### config.mk
export PLATFORM = sky130hd
export DESIGN_NAME = load_store_queue
export DESIGN_NICKNAME = d
export VERILOG_FILES = /design/src/rtl/load_store_queue_pkg.sv /design/src/rtl/lsq_fifo.sv /design/src/rtl/load_store_queue.sv
export SDC_FILE = /design/constraint.sdc
export NUM_CORES = 1
export LEC_CHECK = 0
export CAP_MARGIN = 20
export CORE_UTILIZATION = 25
export CTS_CLUSTER_DIAMETER = 200
export DETAILED_ROUTE_END_ITERATION = 7
export GPL_TIMING_DRIVEN = 1
export SYNTH_ARGS = -nofsm -noshare
export SYNTH_HDL_FRONTEND = slang
export SYNTH_SLANG_ARGS = --single-unit
export TNS_END_PERCENT = 5
### constraint.sdc
create_clock -name clk -period 9.45 [get_ports clk]
set_input_delay 1.4175 -clock clk [delete_from_list [all_inputs] [get_ports clk]]
set_output_delay 1.4175 -clock clk [all_outputs]
set_load 0.01 [all_outputs]
### src/rtl/load_store_queue_pkg.sv
// ----------------------------------------------------------------------------
// load_store_queue_pkg
// Shared constants for the load/store queue: RV32 load/store funct3 codes,
// the issue FSM state encoding, and the funct3 legality check used when an
// op reaches the head of the queue.
// ----------------------------------------------------------------------------
package load_store_queue_pkg;

  // RV32 load funct3 codes
  localparam logic [2:0] F3_LB  = 3'b000;
  localparam logic [2:0] F3_LH  = 3'b001;
  localparam logic [2:0] F3_LW  = 3'b010;
  localparam logic [2:0] F3_LBU = 3'b100;
  localparam logic [2:0] F3_LHU = 3'b101;

  // RV32 store funct3 codes
  localparam logic [2:0] F3_SB  = 3'b000;
  localparam logic [2:0] F3_SH  = 3'b001;
  localparam logic [2:0] F3_SW  = 3'b010;

  // Issue FSM state encoding
  localparam logic [1:0] ST_IDLE  = 2'd0;
  localparam logic [1:0] ST_ISSUE = 2'd1;
  localparam logic [1:0] ST_HOLD  = 2'd2;

  // Any funct3 outside the RV32 load/store sets is dropped instead of issued.
  function automatic logic op_legal(input logic is_store, input logic [2:0] f3);
    if (is_store)
      return (f3 == F3_SB) || (f3 == F3_SH) || (f3 == F3_SW);
    return (f3 == F3_LB) || (f3 == F3_LH) || (f3 == F3_LW) ||
           (f3 == F3_LBU) || (f3 == F3_LHU);
  endfunction

endpackage

### src/rtl/lsq_fifo.sv
// ----------------------------------------------------------------------------
// lsq_fifo
// Storage for the load/store queue: circular buffer with head/tail pointers
// and an occupancy count. The head entry is presented combinationally.
// Ports:
//   clk, reset       clock and asynchronous active-low reset
//   push, wdata      write wdata at the tail (caller guarantees not full)
//   pop              advance the head (caller guarantees not empty)
//   flush            empty the queue at the next edge
//   rdata            current head entry
//   full, empty      occupancy flags from the registered count
// ----------------------------------------------------------------------------
module lsq_fifo #(
  parameter int DEPTH = 8,
  parameter int WIDTH = 8
) (
  input  logic             clk,
  input  logic             reset,
  input  logic             push,
  input  logic             pop,
  input  logic             flush,
  input  logic [WIDTH-1:0] wdata,
  output logic [WIDTH-1:0] rdata,
  output logic             full,
  output logic             empty
);

  localparam int PW = $clog2(DEPTH);

  logic [WIDTH-1:0] mem [DEPTH];
  logic [PW-1:0]    head;
  logic [PW-1:0]    tail;
  logic [PW:0]      count;

  // Entry storage needs no reset; validity is tracked by count alone.
  always_ff @(posedge clk) begin
    if (push)
      mem[tail] <= wdata;
  end

  // Pointers wrap naturally because DEPTH is a power of two; count carries
  // one extra bit so that full and empty are distinguishable.
  always_ff @(posedge clk or negedge reset) begin
    if (!reset) begin
      head  <= '0;
      tail  <= '0;
      count <= '0;
    end else if (flush) begin
      head  <= '0;
      tail  <= '0;
      count <= '0;
    end else begin
      if (push)
        tail <= tail + 1'b1;
      if (pop)
        head <= head + 1'b1;
      case ({push, pop})
        2'b10:   count <= count + 1'b1;
        2'b01:   count <= count - 1'b1;
        default: count <= count;
      endcase
    end
  end

  assign rdata = mem[head];
  assign full  = (count == (PW+1)'(DEPTH));
  assign empty = (count == '0);

endmodule

### src/rtl/load_store_queue.sv
// ----------------------------------------------------------------------------
// load_store_queue
// In-order load/store queue in front of DataMemory. Buffers memory ops,
// issues at most one per cycle as a single-cycle strobe, captures load data
// into a one-entry result slot and returns it tagged under back-pressure.
// Ports:
//   clk, reset                  clock, asynchronous active-low reset
//   enq_*                       op offered by dispatch, enq_ready = not full
//   flush                       squash queued ops and any pending result
//   Load_Done / EX_MEM_MemWrite load / store issue strobes to DataMemory
//   EX_MEM_funct3/ALUResult/Rdata2  issued op fields (0 when not issuing)
//   Load_Data                   combinational read data from DataMemory
//   res_valid/res_ready/res_tag/res_data  tagged load result handshake
//   bad_op                      one-cycle pulse when an illegal op is dropped
// ----------------------------------------------------------------------------
module load_store_queue
  import load_store_queue_pkg::*;
#(
  parameter int DEPTH = 8,
  parameter int TAG_W = 6
) (
  input  logic             clk,
  input  logic             reset,
  input  logic             enq_valid,
  output logic             enq_ready,
  input  logic             enq_is_store,
  input  logic [2:0]       enq_funct3,
  input  logic [31:0]      enq_addr,
  input  logic [31:0]      enq_wdata,
  input  logic [TAG_W-1:0] enq_tag,
  input  logic             flush,
  output logic             Load_Done,
  output logic             EX_MEM_MemWrite,
  output logic [2:0]       EX_MEM_funct3,
  output logic [31:0]      EX_MEM_ALUResult,
  output logic [31:0]      EX_MEM_Rdata2,
  input  logic [31:0]      Load_Data,
  output logic             res_valid,
  input  logic             res_ready,
  output logic [TAG_W-1:0] res_tag,
  output logic [31:0]      res_data,
  output logic             bad_op
);

  localparam int ENTRY_W = 1 + 3 + 32 + 32 + TAG_W;

  logic [ENTRY_W-1:0] head_entry;
  logic               head_store;
  logic [2:0]         head_f3;
  logic [31:0]        head_addr;
  logic [31:0]        head_wdata;
  logic [TAG_W-1:0]   head_tag;
  logic               head_legal;
  logic               full;
  logic               empty;
  logic               push;
  logic               pop;
  logic               load_ok;
  logic               issue_load;
  logic               issue_store;
  logic               drop_bad;

  logic [1:0]         state;
  logic [1:0]         next_state;
  logic               iss_load;
  logic               iss_store;
  logic [2:0]         iss_funct3;
  logic [31:0]        iss_addr;
  logic [31:0]        iss_wdata;
  logic [TAG_W-1:0]   iss_tag;

  assign enq_ready = !full;
  assign push      = enq_valid && enq_ready && !flush;

  lsq_fifo #(
    .DEPTH (DEPTH),
    .WIDTH (ENTRY_W)
  ) u_fifo (
    .clk   (clk),
    .reset (reset),
    .push  (push),
    .pop   (pop),
    .flush (flush),
    .wdata ({enq_is_store, enq_funct3, enq_addr, enq_wdata, enq_tag}),
    .rdata (head_entry),
    .full  (full),
    .empty (empty)
  );

  assign {head_store, head_f3, head_addr, head_wdata, head_tag} = head_entry;
  assign head_legal = op_legal(head_store, head_f3);

  // A load may only issue if the result slot will be free after this edge:
  // a load already strobing claims the slot now, and a held result must be
  // draining on the same edge.
  assign load_ok     = !Load_Done && (!res_valid || res_ready);
  assign issue_load  = !empty && !flush && head_legal && !head_store && load_ok;
  assign issue_store = !empty && !flush && head_legal && head_store;
  assign drop_bad    = !empty && !flush && !head_legal;
  assign pop         = issue_load || issue_store || drop_bad;

  always_comb begin
    next_state = ST_IDLE;
    if (issue_load || issue_store)
      next_state = ST_ISSUE;
    else if (!empty && !flush && !pop)
      next_state = ST_HOLD;
  end

  // Issue registers are cleared whenever nothing issues, so the memory-side
  // fields read as zero outside the strobe cycle.
  always_ff @(posedge clk or negedge reset) begin
    if (!reset) begin
      state      <= ST_IDLE;
      iss_load   <= 1'b0;
      iss_store  <= 1'b0;
      iss_funct3 <= '0;
      iss_addr   <= '0;
      iss_wdata  <= '0;
      iss_tag    <= '0;
      bad_op     <= 1'b0;
    end else begin
      state      <= next_state;
      iss_load   <= issue_load;
      iss_store  <= issue_store;
      iss_funct3 <= (issue_load || issue_store) ? head_f3 : 3'b000;
      iss_addr   <= (issue_load || issue_store) ? head_addr : 32'h0;
      iss_wdata  <= issue_store ? head_wdata : 32'h0;
      iss_tag    <= issue_load ? head_tag : '0;
      bad_op     <= drop_bad;
    end
  end

  assign Load_Done        = (state == ST_ISSUE) && iss_load;
  assign EX_MEM_MemWrite  = (state == ST_ISSUE) && iss_store;
  assign EX_MEM_funct3    = iss_funct3;
  assign EX_MEM_ALUResult = iss_addr;
  assign EX_MEM_Rdata2    = iss_wdata;

  // Result slot: capture read data at the end of the Load_Done cycle, hold
  // until accepted. A flush discards both a held result and one in flight.
  always_ff @(posedge clk or negedge reset) begin
    if (!reset) begin
      res_valid <= 1'b0;
      res_tag   <= '0;
      res_data  <= '0;
    end else if (flush) begin
      res_valid <= 1'b0;
    end else if (Load_Done) begin
      res_valid <= 1'b1;
      res_tag   <= iss_tag;
      res_data  <= Load_Data;
    end else if (res_valid && res_ready) begin
      res_valid <= 1'b0;
    end
  end

endmodule
==> results of run 1 <==
-- final timing paths --
path	start	end	slack (ns)	cells past startpoint
setup / recovery	u_fifo.head[1]	u_fifo.count[3]	4.89	12
min in group asynchronous	reset	res_data[0]	0.83	1
hold reg to reg	iss_tag[5]	res_tag[5]	0.48	1
setup reg to reg	u_fifo.head[1]	u_fifo.count[3]	4.89	12
max in group asynchronous	reset	u_fifo.head[1]	7.25	2
hold / removal	iss_tag[5]	res_tag[5]	0.48	1
-- layout make-up --
class                      count  area, um2  area share [%]
sequential                   719      21000            63.4
multi-input combinational    411       5400            16.3
timing repair buffer         237       2360            7.15
clock buffer                  97       2080            6.28
tap                         1391       1740            5.27
clock inverter                45        473            1.43
inverter                       7       26.3          0.0795
-- cell usage in the layout (no fill, tap or decap), drive strengths merged, types with 4 or more instances in the layout --
master           n
nand2            6
xor2             4
nor3             8
mux4           148
bufinv           7
buf             18
a21oi            7
inv             10
clkbuf          97
mux2i           74
clkinv          34
o21ai            5
edfxtp         592
nor2            91
mux2            40
dfrtp          127
clkdlybuf4s50  219
ha               4
-- sequential cells by signal (all words and copies together), names as in the netlist, 4 cells and up --
register,flops
EX_MEM_ALUResult,32
EX_MEM_Rdata2,32
iss_tag,6
res_data,32
res_tag,6
u_fifo.count,4
u_fifo.mem,592
-- critical path: stages (launching register included) --
cell       delay (ns)
dfrtp_4          0.84
buf_4            0.66
mux4_2           0.41
mux2i_1          0.58
a211oi_2         0.31
o21ai_2          0.26
inv_2            0.10
ha_1             0.28
a21o_1           0.16
a21oi_1          0.22
o21ai_1          0.13
a2bb2oi_2        0.19
mux2_4           0.29
-- power groups by stage --
stage,Clock [uW],Combinational (uW),Sequential [uW]
floorplan,0,1090,3860
global placement,0,1730,3870
detailed placement,0,1750,3880
CTS,3100,1760,3820
global route,3210,1860,3840
finish,3010,1720,3810
-- metrics by stage --
stage / total power [uW] / util (%) / cell area [um2] / setup WS (ns)
after floorplan: 4950 / - / 26500 / 1.92
after global placement: 5610 / 28.9 / 30500 / 4.70
after detailed placement: 5640 / 28.9 / 30500 / 4.64
after CTS: 8680 / 31.4 / 33000 / 4.84
after global routing: 8920 / 31.4 / 33000 / 4.69
final: 8540 / 31.4 / 33000 / 4.89
-- layer usage --
layer,up-vias,wire [um],track usage (%)
li1,5339,-,-
met1,6425,25100,14.0
met2,304,29100,18.3
met3,121,3940,3.33
met4,22,1290,3.35
met5,-,140,0
-- cells by family (layout without fill, tap and decap cells) --
| family | after synthesis | in the layout |
|---|---|---|
| XOR/XNOR | 5 | 5 |
| flip-flops | 719 | 719 |
| buffers and inverters | 61 | 386 |
| AO/OA/AOI/OAI | 18 | 18 |
| multiplexers | 262 | 262 |
| AND/OR/NAND/NOR | 121 | 121 |
| adder cells (fa/ha/maj) | 5 | 5 |
==> key figures, run 1 <==
Route
  • Initial drt markers: 664
  • Wirelength per Cell: 20.5 um
  • TritonRoute pass-1 iters: 5
  • Via density: 4.20
  • Routed WL: 59600 um
  • # DRC: 0
  • Final ANT Viol Nets: 0
  • Routed vias: 12200

Place
  • Dpl cells: 2764
  • PortBufs: 220
  • Routability congestion estimate from global placement: 0.732
  • HPWL Detailed: 35200 um

STA
  • Top achievable clock speed: 0.219 GHz
  • Fin crit period: 4.56 ns
  • Final hold slack: 0.481 ns
  • Final Hold Fails: 0
  • RSZ-0062 raised after global routing: no
  • Setup TNS: 0 ns
  • Final setup viols: 0
  • Worst Clk Skew: 0.0314 ns
  • Slew HR: 30.1%
  • Fin crit share: 48.3%
  • Worst Tran Pin Value: 1.05 ns
  • Max-slew violations: 0

Power and ir drop
  • Worst vdd rail ir drop: 0.000189 V
  • Clock power share: 35.3%
  • P_leak: 0.0107 uW
  • Comb pwr share: 20.1%
  • Pwr/cell area: 258 nW/um2
  • Switching power: 2210 uW
  • Sequential share of power: 44.6%
  • P_int: 6330 uW
  • Switching Fraction: 25.9%

Synthesis
  • Post-synthesis mux area share: 17.2%
  • Most area-consuming cells after synthesis: edfxtp_1 67%, mux4_2 13%, dfrtp_1 12%
  • Compound-cell area share of the yosys netlist: 0.504%
  • Cell with the most instances after synthesis: edfxtp_1
  • Cells after synthesis: 1191
  • Syn nets: 1307
  • Synth warn: 0
  • Yosys top cell area share: 67.0%
  • Seq cells post-synth: 719
  • Post-Synth Adder-Cell Area: 0.264%
  • Top_reg_cell synth: edfxtp_1
  • Number of distinct library cells after synthesis: 42
  • Seq/Total Area, Yosys: 79.0%
  • Xor-xnor portion of the synthesized cell area: 0.165%
  • Largest family of logic cells by synthesized area: multiplexers
  • Cell taking the most area after synthesis: edfxtp_1
  • Simple-Gate Fraction of Synth Area: 1.97%
  • Syn avg cell area: 22.3 um2
  • Ys async rst share: 17.7%
  • Most frequent cells after synthesis: 592 x edfxtp_1, 148 x mux4_2, 127 x dfrtp_1
  • Mapped Area: 26500 um2
  • Post-synth EDFFs: 592

Die
  • # IOs: 221
  • Die X: 328 um
  • Core Box Area: 105000 um2
  • Die area: 107000 um2
  • Initial Util: 25.2%
  • Die height: 328 um
  • Site row count: 119

Global route
  • GRT Total Usage: 11.1%
  • Vias in the first global route: 13200
  • Largest net degree at the start of global routing: 115
  • Initial antenna violation count: 14
  • First-pass GRT wire length: 87900 um
  • GRT overflow: 0

Clock network
  • Worst-path clk slew: 0.06 ns
  • Root Driver: clkbuf_16
  • Post-CTS Setup Inserts: 0
  • CTS tree: built
  • Num CTS Buffers: 78
  • Clock latency on the worst-skew pair: 0.63 ns
  • Clock buffer depth: 3
  • CTS sink cnt: 719
  • Post-CTS Hold Buffers: 0
  • CTS H-tree lvls: 3
  • CTS resizes: 0

Run
  • Number of max-cap violations: 0

Critical path
  • CP max FO: 43
  • Crit path launch type: register
  • Crit path kind: reg -> reg
  • Crit path arrival time: 5.07 ns
  • Crit end category: register
  • Critical Path RT: 9.96 ns

Finish
  • # diodes: 0
  • Final instance count without filler cells: 2907
  • Layout cells sized above 1: 22.6%
  • Synth-to-Final Area Change: 24.5%
  • Fillers: 9978
  • Layout Nets: 1570

Hold path
  • Hold crit path type: reg -> reg

Status
  • Status: completed
Note: power is estimated with default switching activity, not from simulation.
==> run 2, diff against run 1 <==
Clock period 9.45 ns to 4.73 ns, I/O delays scaled along.
==> run 2 against run 1 <==
Effect of this change:
- flip-flop and latch count unchanged
- global-route usage up 0.29 points
- fmax is 26% higher
- first-iteration DRC count grew 34%
- combinational power rose by 100%
- critical path depth stayed put
- core utilization is 0.26 points higher
- clock power is 110% higher
- highest routed layer unchanged
- via count increased by 2.2%
==> key figures, run 2 (synthesis gave the netlist of run 1 again) <==
Place
  • Routability congestion estimate from global placement: 0.701 (-4.2%)
  • HPWL Detailed: 33000 um (-6.2%)
  • PortBufs: 220 (unchanged)
  • Pre-CTS setup slack: 1.13 ns (-3.51 ns)
  • Dpl cells: 2772 (+0.29%)
  • DP Area: 30600 um2 (+0.55%)

Route
  • Final ANT Viol Nets: 0 (unchanged)
  • Routed vias: 12500 (+2.2%)
  • Routed WL: 60900 um (+2.3%)
  • TritonRoute pass-1 iters: 4 (-1)
  • Initial drt markers: 890 (+34%)
  • Via density: 4.27 (+1.6%)
  • Wirelength per Cell: 20.8 um (+1.7%)
  • # DRC: 0 (unchanged)

Critical path
  • Critical Path RT: 5.24 ns (-4.72 ns)
  • Crit path arrival time: 4.12 ns (-0.95 ns)
  • Crit path kind: reg -> reg
  • Crit end category: register
  • CP max FO: 35 (-19%)
  • Crit path launch type: register

Global route
  • Initial antenna violation count: 16 (+2)
  • Vias in the first global route: 13600 (+2.4%)
  • Largest net degree at the start of global routing: 75 (-35%)
  • GRT Total Usage: 11.4% (+0.29 points)
  • GRT overflow: 0 (unchanged)
  • First-pass GRT wire length: 89600 um (+1.9%)

Clock network
  • Clock buffer depth: 3 (unchanged)
  • CTS resizes: 0 (unchanged)
  • Post-CTS Setup Inserts: 0 (unchanged)
  • Num CTS Buffers: 81 (+3.8%)
  • Post-CTS Hold Buffers: 0 (unchanged)
  • CTS tree: built
  • Root Driver: clkbuf_16
  • Worst-path clk slew: 0.06 ns (about the same)
  • CTS H-tree lvls: 3 (unchanged)
  • CTS sink cnt: 719 (unchanged)
  • Clock latency on the worst-skew pair: 0.64 ns (about the same)

Power and ir drop
  • Worst vdd rail ir drop: 0.000277 V (+47%)
  • Comb pwr share: 20.3% (+0.2 points)
  • Clock power share: 36.1% (+0.8 points)
  • Total Power: 17200 uW (+100%)
  • Pwr/cell area: 517 nW/um2 (+100%)
  • P_leak: 0.0108 uW (+1.0%)
  • P_int: 12800 uW (+100%)
  • Switching power: 4370 uW (+98%)
  • Sequential share of power: 43.6% (-1.0 points)
  • Switching Fraction: 25.4% (-0.46 points)

STA
  • Worst Clk Skew: 0.0233 ns (-0.00806 ns)
  • Setup ws final: 1.11 ns (-3.78 ns)
  • Fin crit period: 3.62 ns (-0.944 ns)
  • Top achievable clock speed: 0.277 GHz (+26%)
  • Max-slew violations: 0 (unchanged)
  • Fin crit share: 76.5% (+28 points)
  • Final Hold Fails: 0 (unchanged)
  • Worst Tran Pin Value: 1.12 ns (+0.0750 ns)
  • Final setup viols: 0 (unchanged)
  • Slew HR: 25.1% (-5.0 points)
  • RSZ-0062 raised after global routing: no

Finish
  • Finished Cell Area: 33300 um2 (+0.82%)
  • Most frequent cells in the layout: 592 x edfxtp_1, 219 x clkdlybuf4s50_1, 148 x mux4_2
  • Layout Nets: 1581 (+0.70%)
  • Final instance count without filler cells: 2925 (+0.62%)
  • Layout cells sized above 1: 23.5% (+0.91 points)
  • # diodes: 0 (unchanged)
  • Synth-to-Final Area Change: 25.5%
  • Commonest non-fill, non-tap cell in the layout: edfxtp_1
  • Top reg by flops: u_fifo.mem
  • Flip-flop count of the largest register after layout: 592 (unchanged)

Die
  • Site row count: 119 (unchanged)
  • Initial Util: 25.2% (unchanged)
  • Core Box Area: 105000 um2 (unchanged)
  • Die X: 328 um (unchanged)
  • Die height: 328 um (unchanged)
  • Die area: 107000 um2 (unchanged)
  • # IOs: 221 (unchanged)

Status
  • Status: completed

Hold path
  • Hold crit path type: in -> async

Run
  • Number of max-cap violations: 0 (unchanged)
run 2: cell count changes in the layout (fill, tap and decap cells not counted), sizes merged:
cell	delta
clkbuf	+22
clkinv	-15
buf	+8
inv	+3
bufinv	-1
clkinvlp	+1
run 2: final cells by class:
type | count | area (um2)
multi-input combinational | 411 | 5410
sequential | 719 | 21000
timing repair buffer | 245 | 2520
clock buffer | 119 | 2280
tap | 1391 | 1740
fill | 9951 | 71900
inverter | 7 | 26.3
clock inverter | 33 | 372
run 2: power groups by stage:
stage / registers (uW) / logic, uW / clock network [uW]
6_report: 7500 / 3500 / 6210
5_1_grt: 7560 / 3800 / 6660
4_1_cts: 7520 / 3580 / 6420
3_5_place_dp: 7640 / 3570 / 0
3_3_place_gp: 7610 / 3520 / 0
2_1_floorplan: 7700 / 2180 / 0
run 2: through the flow:
stage | util (%) | setup TNS (ns) | hold slack, ns
floorplan | - | -190.30 | 0.414
global placement | 29.1 | 0 | 0.460
detailed placement | 29.1 | 0 | 0.464
CTS | 31.6 | 0 | 0.129
global route | 31.7 | 0 | 0.161
finish | 31.7 | 0 | 0.123
run 2: routing by layer:
layer,GRT usage [%],vias up,wire length [um]
li1,-,5389,-
met1,14.9,6613,26700
met2,18.0,342,28500
met3,3.39,112,4120
met4,3.77,28,1390
met5,0,-,203
run 2: worst max-delay path, cell delays in order (launching register included):
cell	delay (ns)
dfrtp_4	0.50
buf_4	0.49
mux4_2	0.42
mux2i_4	0.30
a211oi_2	0.20
o21ai_2	0.24
inv_2	0.10
ha_1	0.29
a21o_1	0.16
a21oi_1	0.21
o21ai_1	0.12
a2bb2oi_2	0.19
mux2_4	0.29
run 2: path summary, 6_finish.rpt:
check,from,endpoint,slack (ns),depth (start not counted)
min reg2reg,iss_tag[2],res_tag[2],0.48,1
max reg2reg,u_fifo.head[1],u_fifo.count[3],1.11,12
max in group asynchronous,reset,EX_MEM_Rdata2[28],3.51,2
min,reset,res_data[30],0.12,1
min in group clk,iss_tag[2],res_tag[2],0.48,1
max,u_fifo.head[1],u_fifo.count[3],1.11,12
==> run 3, diff against run 2 <==
Clock period 4.73 ns to 3.3 ns, I/O delays scaled along.
==> run 3 against run 2 <==
Effect of this change:
- hold slack gained 0.28 ns
- flip-flop and latch count is the same
- fmax grew 16%
- worst setup slack lost 0.93 ns
- critical endpoint unchanged
- highest routed layer unchanged
==> key figures, run 3 (synthesis gave the netlist of run 1 again) <==
Critical path
  • Depth of the most critical reg-to-reg path: 11 (-1)
  • Crit end category: register
  • CP max FO: 7 (-80%)
  • R2r startpoint: u_fifo.head[0]
  • Crit path arrival time: 3.64 ns (-0.48 ns)
  • Crit path launch type: register
  • Crit path kind: reg -> reg
  • Critical Path RT: 3.82 ns (-1.42 ns)
  • Reg2Reg Setup Slack: 0.18 ns (-0.93 ns)
  • Reg-to-Reg End: u_fifo.count[3]

STA
  • RSZ-0062 raised after global routing: no
  • Worst Clk Skew: 0.0340 ns (+0.0107 ns)
  • Worst Tran Pin Value: 1.01 ns (-0.115 ns)
  • Top achievable clock speed: 0.321 GHz (+16%)
  • Fin crit share: 94.5% (+18 points)
  • Fin crit period: 3.12 ns (-0.496 ns)
  • Final Hold Fails: 0 (unchanged)
  • Max-slew violations: 0 (unchanged)
  • Final setup viols: 0 (unchanged)
  • Slew HR: 32.8% (+7.7 points)
  • Final hold slack: 0.405 ns (+0.282 ns)

Die
  • Die X: 328 um (unchanged)
  • Die height: 328 um (unchanged)
  • Initial Util: 25.2% (unchanged)
  • Core Box Area: 105000 um2 (unchanged)
  • Die area: 107000 um2 (unchanged)
  • # IOs: 221 (unchanged)
  • Site row count: 119 (unchanged)

Status
  • Status: completed

Clock network
  • Clock buffer depth: 3 (unchanged)
  • CTS resizes: 0 (unchanged)
  • CTS sink cnt: 719 (unchanged)
  • Worst-path clk slew: 0.07 ns (about the same)
  • Num CTS Buffers: 80 (-1.2%)
  • CTS tree: built
  • CTS H-tree lvls: 3 (unchanged)
  • Clock latency on the worst-skew pair: 0.65 ns (about the same)
  • Root Driver: clkbuf_16

Route
  • Wirelength per Cell: 20.2 um (-2.9%)
  • TritonRoute pass-1 iters: 4 (unchanged)
  • Final ANT Viol Nets: 0 (unchanged)
  • Via density: 4.21 (-1.4%)
  • # DRC: 0 (unchanged)
  • Routed vias: 12400 (-0.54%)
  • Routed WL: 59700 um (-2.1%)
  • Initial drt markers: 639 (-28%)

Place
  • DP Area: 30900 um2 (+0.98%)
  • PortBufs: 220 (unchanged)
  • HPWL Detailed: 33700 um (+2.2%)
  • Routability congestion estimate from global placement: 0.736 (+4.9%)

Global route
  • First-pass GRT wire length: 87900 um (-1.8%)
  • GRT Total Usage: 11.1% (-0.26 points)
  • Largest net degree at the start of global routing: 59 (-21%)
  • GRT overflow: 0 (unchanged)
  • Initial antenna violation count: 16 (unchanged)
  • Vias in the first global route: 13300 (-2.1%)

Finish
  • Synth-to-Final Area Change: 27.1%
  • Flip-flop count of the largest register after layout: 592 (unchanged)
  • Fillers: 9900 (-0.51%)
  • Most frequent cells in the layout: 592 x edfxtp_1, 219 x clkdlybuf4s50_1, 148 x mux4_2
  • Commonest non-fill, non-tap cell in the layout: edfxtp_1
  • FF/Latch Area: 21000 um2 (unchanged)
  • Area occupied by multi-input gates: 5430 um2 (+0.39%)
  • Layout cells sized above 1: 25.2% (+1.7 points)
  • Top reg by flops: u_fifo.mem
  • Layout Nets: 1606 (+1.6%)
  • Finished Cell Area: 33700 um2 (+1.2%)

Hold path
  • Hold crit path type: in -> async

Power and ir drop
  • Pwr/cell area: 744 nW/um2 (+44%)
  • P_leak: 0.0110 uW (+1.8%)
  • Worst vdd rail ir drop: 0.000468 V (+69%)
  • Total Power: 25100 uW (+46%)

Run
  • Number of max-cap violations: 0 (unchanged)
run 3: worst max path at each step:
| stage | start | slack, ns | to |
|---|---|---|---|
| finish | u_fifo.head[0] | 0.18 | u_fifo.count[3] |
| detailed placement | u_fifo.head[0] | 0.19 | u_fifo.count[3] |
| floorplan | u_fifo.count[0] | -0.27 | u_fifo.mem[7][0] |
| CTS | u_fifo.head[0] | 0.16 | u_fifo.count[3] |
| global placement | u_fifo.head[0] | 0.19 | u_fifo.count[3] |
| global route | u_fifo.head[0] | 0.04 | u_fifo.count[3] |
run 3: final cells by class:
| class | count | area share, % |
|---|---|---|
| Multi-Input combinational cell | 411 | 16.1 |
| Sequential cell | 719 | 62.2 |
| Clock buffer | 109 | 6.47 |
| Clock inverter | 41 | 1.69 |
| Antenna cell | 1 | 0.00742 |
| Inverter | 7 | 0.0779 |
| Timing Repair Buffer | 271 | 8.31 |
| Tap cell | 1391 | 5.16 |
run 3: timing repair:
action | CTS | global route
buffers inserted | 0 | 2
endpoints found under the hold margin | 56 | 0
hold buffers | 1 | 0
endpoints found under the setup margin | 0 | 1
run 3: worst max-delay path, stage by stage (launching register included):
cell and delay [ns]:
dfrtp_4 0.48, mux4_2 0.51, mux2_2 0.30, o21a_4 0.22, o21ai_2 0.17, inv_2 0.07, ha_1 0.30, a21o_1 0.17
a21oi_1 0.20, o21ai_1 0.11, a2bb2oi_2 0.17, mux2_4 0.29
run 3: report_power, final:
part | switching [uW] | internal [uW] | total (uW)
combinational | 2400 | 2750 | 5150
sequential | 266 | 10500 | 10700
clock | 3690 | 5500 | 9190
total | 6360 | 18700 | 25100
run 3: routing by layer:
layer | track usage [%] | share of wire (%)
met3 | 3.41 | 6.8
met2 | 17.4 | 47
met5 | 0 | 0.23
met1 | 14.7 | 44
met4 | 3.51 | 1.8
run 3: per-stage QoR:
stage               util, %  TNS [ns]  cells  worst slack [ns]
CTS                    32.0         0   2947             0.158
global route           32.0         0   2950            0.0364
global placement       29.4         0   2796             0.195
finish                 32.0         0   2950             0.180
detailed placement     29.4         0   2796             0.185
floorplan                 -   -115.94   1191            -0.270
